**src/rtl/riscv_tmr_pkg.sv**
```systemverilog
// rtl/riscv_tmr_pkg.sv - shared constants and checkpoint entry record for the TMR recovery path
package riscv_tmr_pkg;

  localparam int          CKPT_DEPTH_DEFAULT   = 2;
  localparam logic [31:0] CKPT_BASE_DEFAULT    = 32'h0000_0000;
  localparam logic [2:0]  VOTER_STATE_RECOVERY = 3'b000;

  localparam int CKPT_ENTRY_W = 38;

  typedef struct packed {
    logic        valid;
    logic [4:0]  rd;
    logic [31:0] data;
  } ckpt_entry_t;

endpackage

```
**src/rtl/ckpt_delay_line.sv**
```systemverilog
// rtl/ckpt_delay_line.sv - rollback window of retired register writes, oldest at DEPTH-1
module ckpt_delay_line
  import riscv_tmr_pkg::*;
#(
  parameter int DEPTH = CKPT_DEPTH_DEFAULT
) (
  input  logic                    i_clk,
  input  logic                    i_rst_n,
  input  logic                    i_shift,
  input  logic                    i_flush,
  input  logic [CKPT_ENTRY_W-1:0] i_entry,
  output logic [CKPT_ENTRY_W-1:0] o_shifted,
  output logic [1:0]              o_count
);

  ckpt_entry_t r_line [DEPTH];
  logic [1:0]  w_count;

  always_ff @(posedge i_clk or negedge i_rst_n) begin
    if (!i_rst_n) begin
      for (int i = 0; i < DEPTH; i++) r_line[i] <= '0;
    end else if (i_flush) begin
      for (int i = 0; i < DEPTH; i++) r_line[i] <= '0;
    end else if (i_shift) begin
      r_line[0] <= ckpt_entry_t'(i_entry);
      for (int i = 1; i < DEPTH; i++) r_line[i] <= r_line[i-1];
    end
  end

  always_comb begin
    w_count = '0;
    for (int i = 0; i < DEPTH; i++) w_count = w_count + {1'b0, r_line[i].valid};
  end

  // Only meaningful on a shift cycle; the top gates it with its own shift enable.
  assign o_shifted = r_line[DEPTH-1];
  assign o_count   = w_count;

endmodule

```
**src/rtl/recovery_checkpoint_writer.sv**
```systemverilog
// rtl/recovery_checkpoint_writer.sv - delays retired writes by the rollback window, then commits
// them to a shadow register file and the recovery data memory.
module recovery_checkpoint_writer
  import riscv_tmr_pkg::*;
#(
  parameter int          DEPTH     = CKPT_DEPTH_DEFAULT,
  parameter logic [31:0] CKPT_BASE = CKPT_BASE_DEFAULT
) (
  input  logic        clk,
  input  logic        rst_in,
  input  logic        Instr_valid,
  input  logic        WB_RegWrite,
  input  logic [4:0]  WB_RD,
  input  logic [31:0] WB_Result,
  input  logic        Recovery_mode,
  input  logic [4:0]  Rec_rd_addr,
  output logic [31:0] Rec_rd_data,
  output logic        Ckpt_we,
  output logic [31:0] Ckpt_addr,
  output logic [31:0] Ckpt_wdata,
  output logic [1:0]  Pending_count,
  output logic        Flush_done
);

  logic [31:0] r_shadow [32];
  logic [31:0] r_rd_data;
  logic        r_we;
  logic [31:0] r_addr;
  logic [31:0] r_wdata;
  logic        r_flush_done;
  logic        r_rec_was_low;

  logic        w_shift;
  logic        w_rec_rise;
  logic        w_commit;
  ckpt_entry_t w_new;
  ckpt_entry_t w_out;
  logic [CKPT_ENTRY_W-1:0] w_out_bits;
  logic [1:0]  w_count;

  assign w_shift    = Instr_valid & ~Recovery_mode;
  // Cleared by reset, so a recovery already in progress at release is not seen as a new edge.
  assign w_rec_rise = Recovery_mode & r_rec_was_low;

  always_comb begin
    w_new       = '0;
    w_new.valid = WB_RegWrite && (WB_RD != 5'd0);
    w_new.rd    = WB_RD;
    w_new.data  = WB_Result;
  end

  ckpt_delay_line #(
    .DEPTH (DEPTH)
  ) u_delay_line (
    .i_clk     (clk),
    .i_rst_n   (rst_in),
    .i_shift   (w_shift),
    .i_flush   (Recovery_mode),
    .i_entry   (w_new),
    .o_shifted (w_out_bits),
    .o_count   (w_count)
  );

  assign w_out    = ckpt_entry_t'(w_out_bits);
  assign w_commit = w_shift & w_out.valid;

  always_ff @(posedge clk or negedge rst_in) begin
    if (!rst_in) begin
      for (int i = 0; i < 32; i++) r_shadow[i] <= '0;
      r_rd_data     <= '0;
      r_we          <= 1'b0;
      r_addr        <= '0;
      r_wdata       <= '0;
      r_flush_done  <= 1'b0;
      r_rec_was_low <= 1'b0;
    end else begin
      // Read-first: a commit to the same index on this edge is seen one cycle later.
      r_rd_data     <= r_shadow[Rec_rd_addr];
      r_we          <= w_commit;
      r_flush_done  <= w_rec_rise;
      r_rec_was_low <= ~Recovery_mode;
      if (w_commit) begin
        r_shadow[w_out.rd] <= w_out.data;
        r_addr             <= CKPT_BASE + {25'd0, w_out.rd, 2'b00};
        r_wdata            <= w_out.data;
      end
    end
  end

  assign Rec_rd_data   = r_rd_data;
  assign Ckpt_we       = r_we;
  assign Ckpt_addr     = r_addr;
  assign Ckpt_wdata    = r_wdata;
  assign Pending_count = w_count;
  assign Flush_done    = r_flush_done;

endmodule

```
**config.mk**
```make
export PLATFORM = sky130hd
export DESIGN_NAME = recovery_checkpoint_writer
export DESIGN_NICKNAME = d
export VERILOG_FILES = /design/src/rtl/riscv_tmr_pkg.sv /design/src/rtl/ckpt_delay_line.sv /design/src/rtl/recovery_checkpoint_writer.sv
export SDC_FILE = /design/constraint.sdc
export NUM_CORES = 1
export LEC_CHECK = 0
export ABC_CLOCK_PERIOD_IN_PS = 5000
export BUFFER_PORTS_ARGS = -buffer_cell sky130_fd_sc_hd__buf_2
export CAP_MARGIN = 10
export CORE_MARGIN = 2
export CORE_UTILIZATION = 65
export DETAILED_ROUTE_END_ITERATION = 12
export PLACE_DENSITY = 0.83
export SYNTH_ARGS = -nofsm -noshare
export SYNTH_HDL_FRONTEND = slang
export SYNTH_SLANG_ARGS = --single-unit
```
**constraint.sdc**
```tcl
create_clock -name clk -period 5 [get_ports clk]
set_input_delay 0.25 -clock clk [delete_from_list [all_inputs] [get_ports clk]]
set_output_delay 0.25 -clock clk [all_outputs]
set_load 0.005 [all_outputs]
```
==> results.ini, run 1 <==
[clock_network]
clk_root_buffer_cell=clkbuf_16
numCtsBuffers=117
numClockSinks=1172
post-cts-setup-buffer-count=0
path_clk_slew_ps=60
h-tree-depth=3
clock_latency_ps=690
cts.path.max_buffers=3
cts_tree=built

[logic_synthesis]
synth-seq-cells=1172
yosysSeqAreaShare_pct=55.8
yosys.area.top_type=dfrtp_1
synthAdderAreaFrac_pct=0.0238
async_flop_share_pct=100
postSynthAreaPerCell_um2=13.4
synth_compound_area_share_pct=3.76
ys_top_cells_by_count=dfrtp_1 (1172), mux2_2 (995), mux2i_1 (587), nand2_1 (224), clkbuf_1 (175)
ys.warnings.count=0
syn_inst=3930
muxShareOfSynthArea_pct=33.1
synth_top_area_share_pct=55.8
synth_edf_count=0
synth_most_common_cell=dfrtp_1
synth_cell_types=38
synth-simple-area-share_pct=3.95
syn_area_um2=52500
synth_top_family_by_area=multiplexers
dominantRegCellSynth=dfrtp_1
ys_top_cells_by_area=dfrtp_1 (56%), mux2_2 (21%), mux2i_1 (11%)
synth_xor_area_share_pct=0

[worst_setup_path]
crit_path_start_kind=flop
crit_required_ps=5550
path_max_fanout=19
crit_slowest_cell=nor2_4
crit_type=flop to flop
slowest_delay_ps=1000
crit_arrival_ps=3840
critPathCaptureType=flop
critical_path.cell_chain=nand3_2, inv_2, nand3b_1, nor2_4, buf_4, mux2_2

[grt]
grt_pass1_vias=33700
grt_pass1_wl_mm=204
antenna_found_initial=4
overflow=0
grt_max_degree=152
gr-usage-all-layers_pct=32.1

[drt]
drt_first_pass_iters=6
routed_wl_mm=132
drt_iter0_drc=2936
drt.antenna.violating_nets=0
via_count=32900
wl_per_cell_um=25.8
detail_route.vias_per_cell=6.44
drc=0

[floorplanning]
die_x_um=288
start_util_pct=65.5
rows=104
die-area_um2=83100
core_um2=80300
io_pins=147
die_h_um=288

[worst_hold_path]
holdCritPathClass=primary input to flop

[final_layout]
utilization_pct=72.8
fin_nets=3993
fillers=5060
fin_cells=5103
drive_gt1_share_pct=35.5
area_growth_pct=11.2

[placement]
dp_slack_ps=1520
place_hpwl_mm=73.4
port_buffers=119
place_congestion=0.795
dp_cells=4837

[pwr]
p_leak_nw=30.1
p_per_area_nw_per_um2=336
peakVddDrop_mv=0.299
total_power_mw=19.6

[sta]
hold_violations=0
max_freq_mhz=304
finalSetupTns_ps=0
finalMaxSlewViolations=0
period_minus_slack_ps=3290
tightest_slew_ps=1320
finalCritPeriodShare_pct=65.8
rsz0062_at_grt=false
finClkSkew_ps=29.1
worst_slack_ps=1710
setup_viol=0
relSlewSlack_pct=11.9

[job]
maxCapViolCount=0

[status]
status=finished, final reports clean

-- registers in the layout, indices dropped and copies added (netlist names) --
register and flops:
r_rec_was_low 1, Ckpt_we 1, Rec_rd_data 32, r_shadow 1024, u_delay_line.r_line 38, Ckpt_addr 5
Ckpt_wdata 32, u_delay_line.o_shifted 38, Flush_done 1
-- worst paths after layout --
check / endpoint / cells after the start / slack, ps / from
worst max-delay path: r_shadow[436] / 6 / 1710 / u_delay_line.o_shifted[37]
worst min-delay path: u_delay_line.r_line[73] / 3 / 100 / Instr_valid
worst max register to register: r_shadow[436] / 6 / 1710 / u_delay_line.o_shifted[37]
worst min register to register: Ckpt_wdata[8] / 2 / 480 / Ckpt_wdata[8]
max in group asynchronous: r_shadow[182] / 3 / 3290 / rst_in
min in group asynchronous: Ckpt_addr[2] / 2 / 190 / rst_in
-- critical path, delay by kind of cell, from the launching register on --
kind / cells / cell delay (ps)
mux: 1 / 370
buf+inv: 2 / 520
simple gates: 3 / 1810
flops: 1 / 420
-- routing by layer --
metal | global-route usage, % | part of all wire, % | routed length [um]
met1 | 46.3 | 44 | 57300
met2 | 50.8 | 47 | 61900
met3 | 4.61 | 6.3 | 8340
met4 | 10.2 | 3.1 | 4060
met5 | 0 | 0 | 0
-- through the flow --
step / cell area (um^2) / hold WS (ps)
finish: 58400 / 101
global route: 58400 / 104
CTS: 58200 / 73.6
detailed placement: 53900 / 340
global placement: 53900 / 339
floorplan: 52600 / -45.6
-- kinds of logic (layout without fill, tap and decap cells) --
kind of cell | Yosys count | count (layout)
AOI/OAI and AO/OA | 290 | 290
adders and majority gates | 1 | 1
buffers and inverters | 381 | 467
DFF | 1172 | 1172
muxes | 1611 | 1611
other | 1 | 28
and+or+nand+nor | 474 | 474
-- area by class of cell --
type	count	area, um^2	area share (%)
Inverter	2	7.51	0.0129
Multi-Input combinational cell	2403	21700	37.2
Tap cell	1060	1330	2.27
Sequential cell	1172	29300	50.2
Antenna cell	1	2.50	0.00428
Clock buffer	183	3600	6.17
Timing Repair Buffer	249	2070	3.55
Clock inverter	33	343	0.587
-- power by group --
part           internal (mW)  switching [mW]
combinational          0.354           0.707
sequential              9.57          0.0955
clock                   5.19            3.70
-- placed cells by master, fill, tap and decap left out, drive strengths merged, types with 5 or more instances in the layout --
| cell type | count |
|---|---|
| a22o | 64 |
| dlygate4sd3 | 41 |
| dfrtp | 1172 |
| a31oi | 32 |
| conb | 27 |
| mux2 | 1024 |
| clkinv | 25 |
| nor3 | 33 |
| buf | 208 |
| mux2i | 587 |
| clkbuf | 183 |
| a21oi | 97 |
| nand3 | 98 |
| a22oi | 96 |
| bufinv | 5 |
| nand2 | 224 |
| nor2 | 92 |
-- what timing repair did --
| action | CTS | global route |
|---|---|---|
| endpoints found under the hold margin | 113 | 0 |
| hold buffers | 41 | 0 |
| setup endpoints to repair | 0 | 0 |
| gates resized for setup | 0 | 0 |
Note: power is estimated with default switching activity, not from simulation.
==> run 2, diff against run 1 <==
--- a/config.mk
+++ b/config.mk
@@ -5,13 +5,13 @@
 export SDC_FILE = /design/constraint.sdc
 export NUM_CORES = 1
 export LEC_CHECK = 0
-export ABC_CLOCK_PERIOD_IN_PS = 5000
+export ABC_CLOCK_PERIOD_IN_PS = 2800
 export BUFFER_PORTS_ARGS = -buffer_cell sky130_fd_sc_hd__buf_2
 export CAP_MARGIN = 10
 export CORE_MARGIN = 2
-export CORE_UTILIZATION = 65
+export CORE_UTILIZATION = 56
 export DETAILED_ROUTE_END_ITERATION = 12
-export PLACE_DENSITY = 0.83
+export PLACE_DENSITY = 0.76
 export SYNTH_ARGS = -nofsm -noshare
 export SYNTH_HDL_FRONTEND = slang
 export SYNTH_SLANG_ARGS = --single-unit
==> constraint.sdc (replaced) <==
create_clock -name clk -period 2.8 [get_ports clk]
set_input_delay 0.14 -clock clk [delete_from_list [all_inputs] [get_ports clk]]
set_output_delay 0.14 -clock clk [all_outputs]
set_load 0.005 [all_outputs]
==> results.ini, run 2 (synthesis results as in run 1) <==
[worst_setup_path]
path_max_fanout=15
critPathCaptureType=flop
crit_type=flop to flop
crit_arrival_ps=3100
crit_required_ps=3380
crit_path_start_kind=flop

[final_layout]
layout_commonest_cell=dfrtp_1
largest_reg_flops=1024
drive_gt1_share_pct=36.7
utilization_pct=64.1
area_growth_pct=13.7
regMostFlops=r_shadow
final_cell_mix=dfrtp_1 (1172), mux2_2 (995), mux2i_1 (587)
stdcell_area_um2=59700
fin_nets=4086

[grt]
grt_pass1_wl_mm=209
overflow=0
antenna_found_initial=3
gr-usage-all-layers_pct=28.6
grt_pass1_vias=33800
grt_max_degree=115

[clock_network]
clk_root_buffer_cell=clkbuf_16
cts_tree=built
numCtsBuffers=117
numClockSinks=1172
clock_latency_ps=710
path_clk_slew_ps=60
cts.path.max_buffers=3
h-tree-depth=3

[floorplanning]
rows=112
die_h_um=310
core_um2=93200
io_pins=147
die-area_um2=96300
die_x_um=310
start_util_pct=56.4

[worst_hold_path]
holdCritPathClass=primary input to flop

[sta]
setup_viol=0
finClkSkew_ps=21.5
rsz0062_at_grt=false
hold_violations=0
finalMaxSlewViolations=0
worst_slack_ps=274
relSlewSlack_pct=14.4
finalCritPeriodShare_pct=90.2
max_freq_mhz=396
period_minus_slack_ps=2530
tightest_slew_ps=1280
finalSetupTns_ps=0

[placement]
dp_slack_ps=310
place_hpwl_mm=79.9
postPlaceCellArea_um2=55300
port_buffers=119
place_congestion=0.773

[drt]
drt_iter0_drc=2522
via_count=32900
drt_first_pass_iters=5
drc=0
detail_route.vias_per_cell=6.11
routed_wl_mm=136
wl_per_cell_um=25.3
drt.antenna.violating_nets=0

[pwr]
p_per_area_nw_per_um2=592
total_power_mw=35.3
peakVddDrop_mv=0.513
p_leak_nw=30.7

[status]
status=finished, final reports clean

[job]
maxCapViolCount=0

[run 2: through the flow]
stage               cells  hold WS, ps
floorplan            3956         -156
global placement     5129          174
detailed placement   5129          165
CTS                  5379         47.2
global route         5380         91.0
finish               5382         67.5
[run 2: path summary, 6_finish.rpt]
path | from | endpoint | slack, ps | cells past startpoint
max reg2reg | u_delay_line.o_shifted[37] | r_shadow[970] | 270 | 5
max in group asynchronous | rst_in | r_shadow[725] | 1150 | 4
min reg2reg | Ckpt_wdata[18] | Ckpt_wdata[18] | 480 | 2
min | Instr_valid | Ckpt_we | 70 | 4
max | u_delay_line.o_shifted[37] | r_shadow[970] | 270 | 5
min in group asynchronous | rst_in | u_delay_line.r_line[42] | 540 | 3
[run 2: cell type report]
cell class | count | area [um^2]
Antenna cell | 2 | 5.00
Clock buffer | 180 | 3510
Clock inverter | 27 | 453
Fill cell | 6815 | 33400
Inverter | 2 | 7.51
Multi-Input combinational cell | 2403 | 21700
Sequential cell | 1172 | 29300
Tap cell | 1254 | 1570
Timing Repair Buffer | 342 | 3140
[run 2: repair_timing]
action                     4_1_cts  5_1_grt
buffers inserted                 0        0
setup endpoints to repair        0        0
hold buffers                    43        0
hold endpoints to repair       614        0
gates resized for setup          0        0
[run 2: per-layer routing]
layer / up-vias / global-route usage [%] / share of wire, %
met3: 216 / 4.42 / 6.0
met1: 17500 / 40.8 / 44
met4: 2 / 8.41 / 2.5
li1: 14200 / - / -
met5: - / 0 / 0.011
met2: 997 / 45.8 / 47
[run 2: critical path, stage by stage, from the launching register on]
cell and delay [ps]:
dfrtp_1 390, nand3_2 210, nor3b_2 750, nand2_2 470, buf_12 300, mux2_2 280
[run 2: report_power, final]
group | switching (mW) | total [mW] | internal (mW)
Combinational | 1.26 | 1.97 | 0.703
Clock | 6.55 | 16.1 | 9.56
Sequential | 0.189 | 17.3 | 17.1
Total | 8.00 | 35.3 | 27.3
